File: src/rtl/cpu_pkg.sv
// Shared CPU datapath constants: register-file geometry and ALU operation codes.
package cpu_pkg;

  localparam int DATA_W   = 64;
  localparam int ADDR_W   = 5;
  localparam int ZERO_REG = 31;

  // ALU operation select, as presented on the ALU sel input.
  typedef enum logic [2:0] {
    ALU_ADD = 3'b000,
    ALU_SUB = 3'b001,
    ALU_MUL = 3'b010,
    ALU_DIV = 3'b011,
    ALU_AND = 3'b100,
    ALU_OR  = 3'b101
  } alu_sel_e;

endpackage

File: src/rtl/status_reg.sv
// Registered ALU status flags (zero, overflow), captured when flag_we is high.
module status_reg (
  input  logic clk,
  input  logic rst_n,
  input  logic flag_we,
  input  logic z_in,
  input  logic o_in,
  output logic z_q,
  output logic o_q
);

  // Capture both flags together on an enabled edge; otherwise hold.
  always_ff @(posedge clk or negedge rst_n) begin
    if (!rst_n) begin
      z_q <= 1'b0;
      o_q <= 1'b0;
    end else if (flag_we) begin
      z_q <= z_in;
      o_q <= o_in;
    end
  end

endmodule

File: src/rtl/register_file.sv
// Two-read / one-write register file with a hardwired-zero register and
// registered ALU status flags. Reads are combinational with no write bypass,
// so a read of the register being written returns the old value until the edge;
// this keeps the register-file -> ALU -> register-file path free of loops.
module register_file
  import cpu_pkg::*;
#(
  parameter int DATA_W   = cpu_pkg::DATA_W,
  parameter int ADDR_W   = cpu_pkg::ADDR_W,
  parameter int ZERO_REG = cpu_pkg::ZERO_REG
) (
  input  logic              clk,
  input  logic              rst_n,
  input  logic [ADDR_W-1:0] rd_addr1,
  input  logic [ADDR_W-1:0] rd_addr2,
  output logic [DATA_W-1:0] rd_data1,
  output logic [DATA_W-1:0] rd_data2,
  input  logic              wr_en,
  input  logic [ADDR_W-1:0] wr_addr,
  input  logic [DATA_W-1:0] wr_data,
  input  logic              flag_we,
  input  logic              z_in,
  input  logic              o_in,
  output logic              z_q,
  output logic              o_q
);

  localparam int                NUM_REGS  = 1 << ADDR_W;
  localparam logic [ADDR_W-1:0] ZERO_ADDR = ADDR_W'(ZERO_REG);

  logic [DATA_W-1:0] mem [NUM_REGS];
  logic              wr_ok;

  // A write lands only when enabled and not aimed at the zero register.
  assign wr_ok = wr_en && (wr_addr != ZERO_ADDR);

  // Storage: async clear of every entry; the zero-register entry is never written.
  always_ff @(posedge clk or negedge rst_n) begin
    if (!rst_n) begin
      for (int i = 0; i < NUM_REGS; i++) begin
        mem[i] <= '0;
      end
    end else if (wr_ok) begin
      mem[wr_addr] <= wr_data;
    end
  end

  // Combinational read ports; the zero register always reads as zero.
  always_comb begin
    rd_data1 = mem[rd_addr1];
    rd_data2 = mem[rd_addr2];
    if (rd_addr1 == ZERO_ADDR) rd_data1 = '0;
    if (rd_addr2 == ZERO_ADDR) rd_data2 = '0;
  end

  status_reg u_status_reg (
    .clk     (clk),
    .rst_n   (rst_n),
    .flag_we (flag_we),
    .z_in    (z_in),
    .o_in    (o_in),
    .z_q     (z_q),
    .o_q     (o_q)
  );

endmodule

File: config.mk
export PLATFORM = sky130hd
export DESIGN_NAME = register_file
export DESIGN_NICKNAME = d
export VERILOG_FILES = /design/src/rtl/cpu_pkg.sv /design/src/rtl/status_reg.sv /design/src/rtl/register_file.sv
export SDC_FILE = /design/constraint.sdc
export NUM_CORES = 2
export LEC_CHECK = 0
export CORE_MARGIN = 5
export CORE_UTILIZATION = 33
export CTS_BUF_LIST = sky130_fd_sc_hd__clkbuf_8 sky130_fd_sc_hd__clkbuf_16
export DETAILED_ROUTE_END_ITERATION = 8
export GPL_ROUTABILITY_DRIVEN = 0
export HOLD_SLACK_MARGIN = 0.02
export RECOVER_POWER = 50
export SETUP_SLACK_MARGIN = 0.1
export SLEW_MARGIN = 20
export SYNTH_ARGS = -nofsm -noshare
export SYNTH_HDL_FRONTEND = slang
export SYNTH_HIERARCHICAL = 1
export SYNTH_SLANG_ARGS = --single-unit
File: constraint.sdc
create_clock -name clk -period 3.35 [get_ports clk]
set_input_delay 0.5025 -clock clk [delete_from_list [all_inputs] [get_ports clk]]
set_output_delay 0.5025 -clock clk [all_outputs]
set_load 0.05 [all_outputs]
=== Word-level counts from Yosys, hierarchy flattened ===
Index checks and enable logic that the tools add are counted.

* Logic and storage cells: 57
* Flip-flop bits (word level): 2050
* Input bits: 85
* Output and inout port bits: 130

* Bitwise gates (word level): 3
* Magnitude comparators: 4
* Reductions and logical operators: 2
* Muxes and demuxes: 11
* Eq/ne operators: 3

{| class="wikitable"
|+ Operator list
! cell !! count
|-
| $bwmux W2048 || 1
|-
| $bmux W64 S5 || 2
|-
| $mux W64 || 7
|-
| $demux W64 S5 || 1
|-
| $ge A6 B6 Y1 const B || 3
|-
| $not A5 Y6 || 3
|-
| $eq A5 B5 Y1 const B || 2
|-
| $lt A6 B1 Y1 const B || 1
|-
| $ne A5 B5 Y1 const B || 1
|-
| $logic_and A1 B1 Y1 || 2
|}

=== Longest topological paths before layout ===
* Depth in word-level cells: 6
* Mapped depth: 9
* Depth with buffers taken out: 4

=== Cells and area by module ===
Netlist, hierarchy kept.

{| class="wikitable"
|+ By module, submodules not included
! module !! area each (µm²) !! instances !! cells an instance !! seq. area each (µm²)
|-
| register_file || 107809.6 || 1 || 7133 || 51249.2
|-
| status_reg || 72.6 || 1 || 4 || 50.0
|}

=== Worst setup path after synthesis ===
Ideal clock, no wire load.

* Kind: input to output
* Start: in rd_addr1[1]
* End: out rd_data1[61]
* Setup slack: -0.008 ns
* Data required time: 2.847 ns
* Cell stages on the path: 8
* Buffers on the path: 4
* Data arrival time: 2.856 ns
* Cell sequence: buf_4 buf_4 nor2_1 buf_4 clkbuf_1 a22o_1 a211oi_1 nor3_1

* Cells in the longest elaborated chain, start to end: 5
* Elaborated cells on any way between the ends: 6
* Those cells by class: eq/ne: 1; mux: 4; bitwise: 1

{| class="wikitable"
|+ Ends and longest elaborated chain
! item !! line !! source
|-
| start, declared || register_file.sv:14 || <nowiki>input logic [ADDR_W-1:0] rd_addr1,</nowiki>
|-
| $not A5 Y6 (not written as such) || register_file.sv:50 || <nowiki>rd_data1 = mem[rd_addr1];</nowiki>
|-
| $bmux W64 S5 || register_file.sv:50 ||
|-
| $mux W64 (not written as such) (2 in a row) || register_file.sv:50 ||
|-
| $mux W64 (*) || register_file.sv:52 || <nowiki>if (rd_addr1 == ZERO_ADDR) rd_data1 = '0;</nowiki>
|-
| end, declared || register_file.sv:16 || <nowiki>output logic [DATA_W-1:0] rd_data1,</nowiki>
|}

Mark *: on every way between the ends. The rest lies on a longest branch, timed or not. The select of a mux whose other input is x is not followed.

=== Worst setup path after layout ===
* Start: reg mem[1654] (netlist name)
* End: out rd_data2[54]

* Cells in the longest elaborated chain, start to end: 4

{| class="wikitable"
|+ Ends and longest elaborated chain
! item !! line !! source
|-
| start, declared || register_file.sv:31 || <nowiki>logic [DATA_W-1:0] mem [NUM_REGS];</nowiki>
|-
| start signal, assigned by index || register_file.sv:44 || <nowiki>mem[wr_addr] <= wr_data;</nowiki>
|-
| $bmux W64 S5 || register_file.sv:51 || <nowiki>rd_data2 = mem[rd_addr2];</nowiki>
|-
| $mux W64 (not written as such) (2 in a row) || register_file.sv:51 ||
|-
| $mux W64 || register_file.sv:53 || <nowiki>if (rd_addr2 == ZERO_ADDR) rd_data2 = '0;</nowiki>
|-
| end, declared || register_file.sv:17 || <nowiki>output logic [DATA_W-1:0] rd_data2,</nowiki>
|}

No other way between the ends. The select of a mux whose other input is x is not followed.

==> metrics.txt <==
status=finished with violations; failing checks=capacitance limit, slew limit; max cap viols=4; Critical Path Sink Type=output port; critical path class=register to output port; Clock Sinks=between 2000 and 2500; asr flop ratio synth=100%; YS warnings=6; Netlist cell types=36; Syn Nets=7222; Filler Cells Inserted=about 29000; final setup vio count=0; Critical R2R Launch=mem[1575]$_DFFE_PN0P_; mean post-synth cell area=15.1 sq um; Synth area leaders=dfrtp_1 48%, mux2_2 20%, mux4_2 16%; Reg2Reg Depth=2; Buf/Inv on CP=2; post-layout min period=3.34 ns; min-delay worst type=input pin to register; Post-Syn Area=108000 sq um; final hold vios=0; P per Cell Area=571 nW/um^2; placed cell count=11723; DRC Markers=0; Slew Limit Fails=124; CP max-delay cell=mux4_2; DR pass1 iterations=7; share of layout cells above drive strength 1=58.2%; register area share after synthesis=a little under half; Die H=between 500 and 600 microns; share of the synthesized area in the top cell type=between 40 and 50%; worst vdd ir=0.000435 V; drt wl/cell=about 32 microns; setup tns final=0 ns; Worst EP arrival=2.84 ns; post-synth top area cell=dfrtp_1; vias in the first global route=~77000; Routed WL=395000 microns; P&R area growth vs syn=24.3%; post-route ant nets=0; final period utilization=around 100%; GRT overflow=0; Die X=582 microns; H-tree depth=4; Die ar.=about 340000 sq um; Worst Clk Skew=0 ns; clk buf depth=4; core box area=326000 sq um; largest net degree at the start of global routing=131; DR vias/cell=roughly 6; Inserted Clock Buffers=218; CP Max Fanout=3; Worst path top cell family by delay=compound AO/OA/AOI/OAI gates; HPWL Detailed=260000 microns; Vias=72539; CTS tree=built; antenna violations before repair=34; Row Count=210; CP Launch Point=mem[1654]$_DFFE_PN0P_; crit start category=register; slew margin rel.=-23.4%; Mapped Cells=7137; Initial Util=between 30 and 40%; critical path cell sequence=mux4_2 -> a22o_4 -> a2111oi_4 -> nor3_4 -> buf_6 -> buf_12; clock slew at reported path FFs=0.06 ns; Worst-Margin Slew=1.85 ns; IO buf count=~210; reg2reg end=mem[1575]$_DFFE_PN0P_; hold path depth=2; clk_lat worst skew=between 0.8 and 0.9 ns; Crit path required time=~2.9 ns; Hold Startpoint=o_in; fmax=0.300 GHz; RSZ-0062 raised after global routing=yes; Seq cells post-synth=2050; number of flops mapped to enable cells by yosys=0; DRT iter0 DRCs=around 5700; CP max stage delay=0.49 ns; top_reg_cell synth=dfrtp_1; Tot Pwr=76.6 mW; Nets=7760; Hold Crit Endpoint=u_status_reg/o_q$_DFFE_PN0P_; r2r setup slk=~2.4 ns; Tot GR Track Use=22.8%; CTS Root Cell=clkbuf_16; Leakage=57.7 nW; # IOs=215; Cell Count, Final, Fillers Out=12218; global-route wire length before repair=570000 microns; critical path depth=6
[cell type report]
cell class,instances,area [sq um],area share [%]
Clock inverter,122,1120,0.832
Sequential cell,2050,51300,38.3
Multi-Input combinational cell,4228,56100,41.8
Timing Repair Buffer,1177,13800,10.3
Clock buffer,275,6260,4.67
Antenna cell,20,50.0,0.0373
Tap cell,4346,5440,4.05
[per-stage QoR]
step | cell area (sq um) | utilization, % | hold slack [ns] | setup WS, ns
finish | 134000 | 41.1 | 0.241 | 0.0117
global route | 134000 | 41.1 | 0.225 | -0.0655
CTS | 134000 | 41.0 | 0.192 | -0.0518
detailed placement | 123000 | 37.6 | 0.388 | -0.596
global placement | 123000 | 37.6 | 0.381 | -0.793
floorplan | 108000 | - | 0.207 | 0.0387
[synth_stat cells (4+ instances only)]
cell type / n
nor2_2: 13
dfrtp_1: 2050
nor3_1: 127
a22o_1: 252
a2111oi_0: 67
nand2_1: 12
nor2b_1: 4
clkbuf_1: 527
buf_6: 67
o221ai_1: 126
nand3b_1: 8
a211oi_1: 126
a2111oi_2: 46
buf_4: 57
nor2_1: 8
buf_2: 181
mux2_2: 1918
buf_1: 27
mux2_1: 68
nand3_1: 5
a2111oi_1: 13
mux4_2: 771
o22ai_1: 127
nand2_2: 7
mux2i_1: 514
[sequential cells by signal (all words and copies together) (netlist names)]
signal / flops
mem: 2048
u_status_reg/o_q: 1
u_status_reg/z_q: 1
[layer usage]
layer | track usage (%) | wire length, microns
met5 | 0 | 51
met4 | 11.9 | 24600
met3 | 3.92 | 24900
met2 | 36.4 | 185000
met1 | 29.7 | 160000
[logic make-up after synthesis]
group,Yosys count,share of synthesized area [%]
multiplexers,3271,41.6
flip-flops,2050,47.6
buffers and inverters,859,3.86
AO/OA/AOI/OAI,762,6.03
AND/OR/NAND/NOR,195,0.966
[worst max path at each step]
stage | end | slack [ns]
floorplan | rd_data2[37] | 0.04
global placement | rd_data2[53] | -0.79
detailed placement | rd_data2[12] | -0.60
CTS | rd_data2[53] | -0.05
global route | rd_data2[54] | -0.07
finish | rd_data2[54] | 0.01
[layout by cell type (no fill, tap or decap), types with 7 or more instances in the layout]
| cell | count |
|---|---|
| a2111oi_4 | 96 |
| a211oi_2 | 73 |
| clkbuf_1 | 25 |
| nor3_4 | 42 |
| a22o_1 | 197 |
| mux4_2 | 771 |
| buf_4 | 599 |
| mux2_2 | 1918 |
| nor2_4 | 16 |
| buf_6 | 68 |
| clkbuf_2 | 20 |
| inv_1 | 30 |
| bufinv_16 | 19 |
| clkbuf_16 | 225 |
| nand2_4 | 7 |
| diode_2 | 20 |
| dfrtp_1 | 2050 |
| buf_12 | 308 |
| a22o_4 | 51 |
| nand2_1 | 8 |
| clkbuf_8 | 56 |
| a211oi_1 | 49 |
| o221ai_1 | 125 |
| nand3b_1 | 8 |
| buf_8 | 32 |
| clkbuf_4 | 11 |
| buf_2 | 18 |
| nor3_2 | 81 |
| o22ai_1 | 122 |
| clkdlybuf4s50_1 | 55 |
| clkinv_2 | 57 |
| a2111oi_2 | 30 |
| mux2i_1 | 514 |
| buf_16 | 21 |
| mux2_1 | 68 |
| bufbuf_16 | 7 |
| clkinvlp_4 | 9 |
[power by group]
part           total (mW)  internal, mW  switching, mW
Clock                25.2          14.6           10.6
Sequential           32.9          29.5           3.46
Combinational        18.5          10.4           8.12
[what timing repair did]
item / in CTS / in global routing
pin swaps: 240 / 33
setup endpoints to repair: 125 / 103
hold buffers: 1 / 0
setup buffers: 49 / 32
gates cloned: 10 / 5
hold endpoints to repair: 48 / 0
resized for setup: 569 / 85
Note: power is estimated with default switching activity, not from simulation.
